===== config.mk =====
export PLATFORM = sky130hd
export DESIGN_NAME = alu_ctrl
export DESIGN_NICKNAME = d
export VERILOG_FILES = /design/src/rtl/alu_ctrl.sv
export SDC_FILE = /design/constraint.sdc
export NUM_CORES = 1
export LEC_CHECK = 0
export BUFFER_PORTS_ARGS = -buffer_cell sky130_fd_sc_hd__buf_2
export CORE_UTILIZATION = 30
export DETAILED_ROUTE_END_ITERATION = 10
export PLACE_DENSITY_LB_ADDON = 0.3
export SLEW_MARGIN = 30
export SYNTH_ARGS = -nofsm -noshare
export SYNTH_HDL_FRONTEND = slang
export SYNTH_SLANG_ARGS = --single-unit

===== constraint.sdc =====
create_clock -name clk -period 4.9 [get_ports clk]
set_input_delay 0.49 -clock clk [delete_from_list [all_inputs] [get_ports clk]]
set_output_delay 0.49 -clock clk [all_outputs]
set_load 0.1 [all_outputs]

===== src/rtl/alu_ctrl.sv =====
// alu_ctrl: queues ALU commands, drives one ALU op at a time and returns its result and flags.
module alu_ctrl #(
  parameter int FIFO_DEPTH = 2
) (
  input  logic       clk,
  input  logic       rst,
  input  logic       cmd_valid,
  output logic       cmd_ready,
  input  logic [2:0] cmd_a,
  input  logic [2:0] cmd_b,
  input  logic [2:0] cmd_s,
  input  logic       cmd_chain,
  output logic [2:0] alu_a,
  output logic [2:0] alu_b,
  output logic [2:0] alu_s,
  input  logic [2:0] alu_out,
  input  logic       alu_zero,
  input  logic       alu_cout,
  input  logic       alu_ovf,
  input  logic       alu_neg,
  output logic       res_valid,
  input  logic       res_ready,
  output logic [2:0] res_out,
  output logic [3:0] res_flags,
  output logic       ovf_sticky,
  input  logic       clr_sticky,
  output logic [7:0] op_count
);
  localparam int AW = $clog2(FIFO_DEPTH);
  typedef enum logic [1:0] {IDLE, DRIVE, CAPTURE, HOLD} state_t;
  state_t state, state_n;
  logic [9:0] mem [FIFO_DEPTH];
  logic [AW-1:0] wp, rp;
  logic [AW:0] cnt;
  logic push, pop, empty;
  logic [9:0] head;
  assign empty = cnt == '0;
  assign cmd_ready = cnt != (AW+1)'(FIFO_DEPTH);
  assign push = cmd_valid && cmd_ready;
  assign head = mem[rp];
  always_ff @(posedge clk or posedge rst)
    if (rst) state <= IDLE;
    else state <= state_n;
  always_comb begin
    state_n = state;
    pop = 1'b0;
    case (state)
      IDLE: begin
        pop = !empty;
        state_n = empty ? IDLE : DRIVE;
      end
      DRIVE: state_n = CAPTURE;
      CAPTURE: state_n = HOLD;
      HOLD: if (res_ready) begin
        pop = !empty;
        state_n = empty ? IDLE : DRIVE;
      end
      default: state_n = IDLE;
    endcase
  end
  always_ff @(posedge clk)
    if (push) mem[wp] <= {cmd_a, cmd_b, cmd_s, cmd_chain};
  // res_out doubles as the chain source: it always holds the latest capture
  always_ff @(posedge clk or posedge rst)
    if (rst) begin
      wp <= '0;
      rp <= '0;
      cnt <= '0;
      alu_a <= '0;
      alu_b <= '0;
      alu_s <= '0;
      res_valid <= 1'b0;
      res_out <= '0;
      res_flags <= '0;
      op_count <= '0;
      ovf_sticky <= 1'b0;
    end else begin
      wp <= wp + AW'(push);
      rp <= rp + AW'(pop);
      cnt <= cnt + (AW+1)'(push) - (AW+1)'(pop);
      if (pop) begin
        alu_a <= head[0] ? res_out : head[9:7];
        alu_b <= head[6:4];
        alu_s <= head[3:1];
      end
      if (state == CAPTURE) begin
        res_out <= alu_out;
        res_flags <= {alu_neg, alu_ovf, alu_cout, alu_zero};
        op_count <= op_count + 8'd1;
      end
      res_valid <= (state == CAPTURE) ? 1'b1 : (state == HOLD && res_ready) ? 1'b0 : res_valid;
      ovf_sticky <= (state == CAPTURE && alu_ovf) ? 1'b1 : clr_sticky ? 1'b0 : ovf_sticky;
    end
endmodule


==> results of run 1 <==
-- critical path, delay by kind of cell, from the launching register on --
kind / cells / cell delay [ns]
xor gates and xnor gates: 2 / 0.26
and+or+nand+nor: 1 / 0.54
adders and majority gates: 3 / 0.83
buffers and inverters: 2 / 0.12
DFF: 1 / 0.35
-- layout make-up --
type | count | area share [%]
clock buffers | 6 | 2.82
clock inverters | 2 | 1.36
inverters | 12 | 1.75
multi-input cells | 75 | 25.3
flip-flops and latches | 52 | 54.4
well taps | 96 | 4.67
repair buffers | 49 | 9.63
-- stage by stage --
stage | hold WS [ns] | cell area, um^2
after floorplan | 0.483 | 2120
after global placement | 0.458 | 2460
after detailed placement | 0.459 | 2460
after CTS | 0.277 | 2570
after global routing | 0.291 | 2570
final | 0.263 | 2570
-- synth_stat cells --
| library cell | count |
|---|---|
| dfrtp_1 | 32 |
| edfxtp_1 | 20 |
| mux2_2 | 20 |
| inv_1 | 12 |
| ha_1 | 8 |
| nand2_1 | 7 |
| xnor2_1 | 6 |
| o21ai_0 | 5 |
| mux2i_1 | 4 |
| nand4_1 | 4 |
| nor2_1 | 4 |
| xor2_1 | 4 |
| nand2b_1 | 3 |
| buf_2 | 2 |
| buf_4 | 2 |
| a21o_1 | 1 |
| a21oi_1 | 1 |
| a221oi_1 | 1 |
| a222oi_1 | 1 |
| and3_1 | 1 |
| mux2_4 | 1 |
| nor2b_1 | 1 |
| nor3_1 | 1 |
| nor3_2 | 1 |
| o311ai_0 | 1 |
-- flip-flops by register name, summed over array words and instances (netlist names), 2 cells and up --
name and cells:
alu_b 3, op_count 8, res_out 3, alu_s 3, alu_a 3, mem 20
res_flags 4, state 2, cnt 2
-- cell families (layout without fill, tap and decap cells) --
kind of cell / Yosys count / after routing
xor+xnor: 10 / 10
compound gates: 10 / 10
simple gates: 22 / 22
buf+inv: 16 / 69
mux: 25 / 25
flops: 52 / 52
fa+ha+maj: 8 / 8
-- path summary, 6_finish.rpt --
kind / from / slack [ns] / endpoint
min in group clk: cmd_s[0] / 0.37 / mem[0][1]
max in group asynchronous: rst / 4.34 / alu_s[2]
setup / recovery: state[0] / 2.72 / cnt[1]
hold / removal: rst / 0.26 / op_count[5]
setup reg to reg: state[0] / 2.72 / cnt[1]
hold reg to reg: op_count[7] / 0.47 / op_count[7]
-- per-layer routing --
layer  part of all wire (%)  GRT usage [%]  vias to the layer above
li1                       -              -                      600
met1                     47           13.0                      583
met2                     46           18.1                       51
met3                    5.3           3.08                        7
met4                    1.3           4.09                        0
met5                      0              0                        -
==> summary.txt, run 1 <==
fin crit period -> 2.18 ns
die area -> 0.00740 mm^2
# Post-CTS Setup Buffers -> 0
area share of fa/ha/maj cells after synthesis -> 4.73%
first-pass GRT wire length -> 5930 um
pre-CTS setup slack -> 2.40 ns
GRT overflow -> 0
cell count after synthesis -> 143
share of cells above drive strength 1 -> 39.8%
status -> complete, no violations
crit-path max FO -> 11
Hold Violations, Final -> 0
cell accounting for the most synthesized area -> dfrtp_1
die width -> 86.0 um
CP arrival -> 2.41 ns
fmax -> 0.458 GHz
Simple-Gate Fraction of Synth Area -> 5.32%
H-tree depth -> 2
fin nets -> 225
GRT Total Usage -> 10.8%
fin util -> 37.9%
setup_tns -> 0 ns
hpwl dp -> 2490 um
post-CTS sizing -> 0
Final Setup Violations -> 0
CTS sink count -> 52
Max Root-Sink Buffers -> 2
starting DRC count in detailed routing -> 66
final WL -> 3620 um
Final WS setup -> 2.72 ns
main combinational cell family by area after synthesis -> multiplexers
Post-Synth XOR/XNOR Area -> 4.14%
Die Y-Extent -> 86.0 um
Syn Area/Cell -> 14.8 um^2
setup repair after global routing missed its margin -> no
slowest stage delay, CP -> 0.54 ns
worst-path cell chain -> inv_1 -> ha_1 -> nor3_4 -> ha_1 -> inv_1 -> ha_1 -> xnor2_1 -> xnor2_1
largest net degree at the start of global routing -> 33
clock buffer count from CTS -> 5
Hold WC Path Type -> in2async
Root Buffer -> clkbuf_8
CP dominant cell by count -> ha_1
insertion delay to the later sink of the worst-skew pair -> 0.30 ns
vias -> 1241
Inst Count DP -> 284
Pre-antenna DRT Iters -> 4
highest-count cells in the layout ignoring fill and taps -> buf_2, dfrtp_1, mux2_2, edfxtp_1, inv_1
Slowest-stage cell, CP -> nor3_4
WS Path Type -> reg2reg
maxcap violations -> 0
DRC Markers -> 0
area share of the largest cell type after synthesis -> 37.8%
initial antenna violation count -> 0
Worst slew margin -> 55.3%
clk slew on worst S/H paths -> 0.09 ns
vias in the first global route -> 1229
P&R area growth vs syn -> 21.6%
TritonCTS clock tree -> done
IO Pins -> 49
Area contributors post-synth -> dfrtp_1, edfxtp_1, mux2_2
fin crit share -> 44.6%
Initial Util -> 31.2%
Mapped Area -> 0.00212 mm^2
Core Area -> 0.00679 mm^2
area of the multi-input gates -> 652 um^2
PortBufs -> 48
Max Slew Vio Count -> 0
Unique masters post-synth -> 25
Max Clock Skew -> 0.00482 ns
commonest non-fill, non-tap cell in the layout -> buf_2
Placer Congestion -> 0.661
Register-to-Register Path Depth -> 8
Layout Cells excl Fill -> 292
actual slew at the worst max-slew pin -> 0.671 ns
Worst setup EP type -> flip-flop
diode count -> 0
Synth Area in Compound Gates -> 3.07%
row count -> 30
element type at the critical path start -> flip-flop
Net Count, Synth -> 173
register area -> 0.00140 mm^2
Yosys warnings -> 0
Crit path required time -> 5.13 ns
number of fill cells in the layout -> 658
sequential area share after synthesis -> 66.2%
vias per cell -> 4.25
WL per Instance -> 12.4 um
#FFs+latches synth -> 52
post-synthesis mux area share -> 13.2%
DRT antenna net count -> 0
# hold bufs at CTS -> 0
Power of run 1 is not shown: default switching activity piles up to over one toggle a cycle in this logic, so the estimate is an artifact.
==> inputs of run 2 (changes only) <==
==> constraint.sdc (replaced) <==
create_clock -name clk -period 1.91 [get_ports clk]
set_input_delay 0.191 -clock clk [delete_from_list [all_inputs] [get_ports clk]]
set_output_delay 0.191 -clock clk [all_outputs]
set_load 0.1 [all_outputs]
==> run 2 against run 1 <==
Against the previous run: wire length increased by 0.75%; critical path type unchanged; first-iteration DRC count down 47%; utilization rose by 0.37 points; critical path depth stayed put.
==> summary.txt, run 2 (synthesized netlist as in run 1, its figures left out) <==
status -> complete, no violations
fin crit period -> 1.74 ns
starting DRC count in detailed routing -> 35
actual slew at the worst max-slew pin -> 0.494 ns
share of cells above drive strength 1 -> 41.6%
element type at the critical path start -> flip-flop
setup_tns -> 0 ns
WL per Instance -> 12.2 um
P&R area growth vs syn -> 22.8%
Initial Util -> 31.2%
largest net degree at the start of global routing -> 31
Design Area, Final -> 0.00260 mm^2
DRC Markers -> 0
Die Y-Extent -> 86.0 um
fmax -> 0.575 GHz
fin nets -> 231
CTS sink count -> 52
clk slew on worst S/H paths -> 0.10 ns
top flop regs -> mem x20, op_count x8, res_flags x4
vias in the first global route -> 1273
number of fill cells in the layout -> 683
DRT antenna net count -> 0
PortBufs -> 48
Crit path required time -> 2.14 ns
Max Root-Sink Buffers -> 2
first-pass GRT wire length -> 5910 um
highest-count cells in the layout ignoring fill and taps -> buf_2, dfrtp_1, mux2_2, edfxtp_1, inv_1
vias -> 1276
Max Slew Vio Count -> 0
Root Buffer -> clkbuf_8
TritonCTS clock tree -> done
crit-path max FO -> 3
Core Area -> 0.00679 mm^2
final WL -> 3640 um
commonest non-fill, non-tap cell in the layout -> buf_2
Max Clock Skew -> 0.00832 ns
clock buffer count from CTS -> 5
pre-CTS setup slack -> 0.125 ns
vias per cell -> 4.28
Pre-antenna DRT Iters -> 4
hpwl dp -> 2640 um
CP arrival -> 1.97 ns
Hold Violations, Final -> 0
GRT Total Usage -> 10.7%
Worst setup EP type -> flip-flop
WS Path Type -> reg2reg
max FFs per register -> 20
GRT overflow -> 0
diode count -> 0
Reg with most FFs -> mem
initial antenna violation count -> 0
IO Pins -> 49
die width -> 86.0 um
Placer Congestion -> 0.689
Final WS setup -> 0.171 ns
insertion delay to the later sink of the worst-skew pair -> 0.31 ns
row count -> 30
H-tree depth -> 2
die area -> 0.00740 mm^2
setup repair after global routing missed its margin -> no
maxcap violations -> 0
Worst slew margin -> 67.3%
fin crit share -> 91.0%
Final Setup Violations -> 0
hold slack -> 0.0644 ns
Hold WC Path Type -> in2reg
Placed Area -> 0.00250 mm^2
post-CTS sizing -> 0
run 2: changes by cell type in the layout (fill, tap and decap cells not counted):
cell,delta
clkinvlp_4,+1
nor3_4,-1
dlygate4sd3_1,+1
nand2b_1,-1
buf_4,+5
nor3_2,+1
clkinv_4,+1
bufinv_16,-1
clkinv_2,-1
nand2b_2,+1
run 2: per-stage QoR:
stage / utilization (%) / std cells
6_report: 38.3 / 298
3_5_place_dp: 36.8 / 289
2_1_floorplan: - / 143
4_1_cts: 38.3 / 298
5_1_grt: 38.3 / 298
3_3_place_gp: 36.8 / 289
run 2: path summary, 6_finish.rpt:
kind / cells after the start / slack (ns) / startpoint / to
setup / recovery: 8 / 0.17 / state[1] / cnt[1]
hold / removal: 1 / 0.06 / cmd_s[2] / mem[1][3]
setup reg to reg: 8 / 0.17 / state[1] / cnt[1]
hold reg to reg: 1 / 0.46 / op_count[7] / op_count[7]
max in group asynchronous: 4 / 1.03 / rst / res_flags[3]
min in group asynchronous: 3 / 0.28 / rst / ovf_sticky
run 2: layout make-up:
class	count	area (um^2)	share of cell area, %
clock inverters	2	16.3	0.626
inverters	12	45.0	1.73
flip-flops and latches	52	1400	53.9
multi-input cells	75	648	24.9
repair buffers	55	295	11.4
clock buffers	6	72.6	2.79
well taps	96	120	4.62
run 2: routing by layer:
layer  part of all wire (%)  routed length [um]  GRT usage (%)  vias up
met3                    7.7                 279           3.75        8
met5                      0                   0              0        -
met1                     45                1640           12.9      607
met2                     46                1680           17.7       48
li1                       -                   -              -      613
met4                    1.3                  49           4.09        0
run 2: repair_timing:
action                                  4_1_cts  5_1_grt
setup buffers                                 0        0
hold buffers                                  1        0
endpoints found under the setup margin        0        1
endpoints found under the hold margin         2        0
run 2: critical path: stages, from the launching register on:
cell and delay (ns):
dfrtp_1 0.41, ha_1 0.22, a21oi_1 0.19, nor3_2 0.07, ha_1 0.27, inv_1 0.03
ha_1 0.17, xnor2_1 0.16, xnor2_1 0.13
Power of run 2 is left out for the same reason.
==> inputs of run 3 (changes only) <==
==> constraint.sdc (replaced) <==
create_clock -name clk -period 1.91 [get_ports clk]
set_input_delay 0.191 -clock clk [delete_from_list [all_inputs] [get_ports clk]]
set_output_delay 0.191 -clock clk [all_outputs]
set_load 0.01 [all_outputs]
==> run 3 against run 2 <==
Against the previous run: register-to-register slack is essentially flat; die area unchanged; utilization increased by 0.074 points; fmax hardly changed; wire length up 0.74%; final area up 0.19%; cell count grew 0.34%; largest cell class unchanged; global-route usage grew 0.38 points.
==> summary.txt, run 3 (synthesized netlist as in run 1, its figures left out) <==
status -> complete, no violations
CP arrival -> 1.97 ns
top flop regs -> mem x20, op_count x8, res_flags x4
clk slew on worst S/H paths -> 0.09 ns
Root Buffer -> clkbuf_8
Pre-antenna DRT Iters -> 4
clock buffer count from CTS -> 5
post-CTS sizing -> 0
GRT Total Usage -> 11.1%
crit-path max FO -> 3
max FFs per register -> 20
Reg with most FFs -> mem
first-pass GRT wire length -> 6240 um
fin crit share -> 91.0%
Max Clock Skew -> 0.00924 ns
CTS sink count -> 52
Worst R2R Start -> state[1]
leakage -> 1.17 nW
Design Power -> 4.10 mW
Die Y-Extent -> 86.0 um
Worst setup EP type -> flip-flop
die width -> 86.0 um
DRC Markers -> 0
Max IR drop VDD -> 0.547 mV
Crit path required time -> 2.14 ns
commonest non-fill, non-tap cell in the layout -> buf_2
vias per cell -> 4.29
share of cells above drive strength 1 -> 41.4%
GRT overflow -> 0
Core Area -> 0.00679 mm^2
pwr dens -> 1570 mW/mm^2
initial antenna violation count -> 0
WL per Instance -> 12.3 um
Final Setup Violations -> 0
Placer Congestion -> 0.705
P&R area growth vs syn -> 23.0%
setup repair after global routing missed its margin -> no
Final WS setup -> 0.172 ns
Worst Min Path Start -> cmd_s[0]
insertion delay to the later sink of the worst-skew pair -> 0.30 ns
starting DRC count in detailed routing -> 23
element type at the critical path start -> flip-flop
IO Pins -> 49
vias in the first global route -> 1321
highest-count cells in the layout ignoring fill and taps -> buf_2, dfrtp_1, mux2_2, edfxtp_1, inv_1
fmax -> 0.575 GHz
hold slack -> 0.0683 ns
die area -> 0.00740 mm^2
hpwl dp -> 2690 um
Placed Area -> 0.00250 mm^2
largest net degree at the start of global routing -> 26
maxcap violations -> 0
PortBufs -> 48
Worst slew margin -> 75.9%
Worst Setup SP -> state[1]
H-tree depth -> 2
vias -> 1283
TritonCTS clock tree -> done
fin nets -> 232
final WL -> 3670 um
fin crit period -> 1.74 ns
Max Root-Sink Buffers -> 2
Hold WC Path Type -> in2reg
actual slew at the worst max-slew pin -> 0.361 ns
diode count -> 0
Initial Util -> 31.2%
Hold Violations, Final -> 0
Design Area, Final -> 0.00260 mm^2
WS Path Type -> reg2reg
DRT antenna net count -> 0
Max Slew Vio Count -> 0
pre-CTS setup slack -> 0.126 ns
number of fill cells in the layout -> 648
setup_tns -> 0 ns
row count -> 30
==> run 3: final timing paths <==
path / to / depth (start not counted) / slack (ns)
setup / recovery: cnt[1] / 8 / 0.17
hold / removal: mem[0][1] / 1 / 0.07
setup reg to reg: cnt[1] / 8 / 0.17
hold reg to reg: op_count[7] / 1 / 0.46
max in group asynchronous: res_out[0] / 4 / 0.92
min in group asynchronous: res_out[2] / 3 / 0.35
==> run 3: worst max-delay path: stages, from the launching register on <==
cell,delay (ns)
dfrtp_1,0.41
ha_1,0.21
a21oi_1,0.19
nor3_2,0.07
ha_1,0.27
inv_1,0.04
ha_1,0.18
xnor2_1,0.16
xnor2_1,0.13
==> run 3: final cells by class <==
cell class                 instances  area, um^2  area share (%)
sequential                        52        1400            53.8
timing repair buffer              56         303            11.6
inverter                          12        45.0            1.73
tap                               96         120            4.61
clock buffer                       6        72.6            2.79
clock inverter                     2        16.3           0.625
multi-input combinational         75         646            24.8
==> run 3: what timing repair did <==
| item | in CTS | in global routing |
|---|---|---|
| buffers inserted | 0 | 0 |
| endpoints found under the hold margin | 7 | 0 |
| setup endpoints to repair | 0 | 1 |
| hold buffers | 1 | 0 |
==> run 3: power breakdown <==
part	internal, mW	switching [mW]
clock network	0.261	0.355
registers	1.60	0.266
logic	0.829	0.787
==> run 3: through the flow <==
step                      utilization [%]  instances
final                                38.3        299
after global routing                 38.3        299
after CTS                            38.3        299
after detailed placement             36.9        290
after global placement               36.9        290
after floorplan                         -        143
==> run 3: routing by layer <==
metal  share of wire (%)  GRT usage, %
met5                   0             0
met4                 2.0          4.39
met3                 6.5          3.85
met2                  46          18.4
met1                  46          13.3
(Power assumes the default switching activity.)
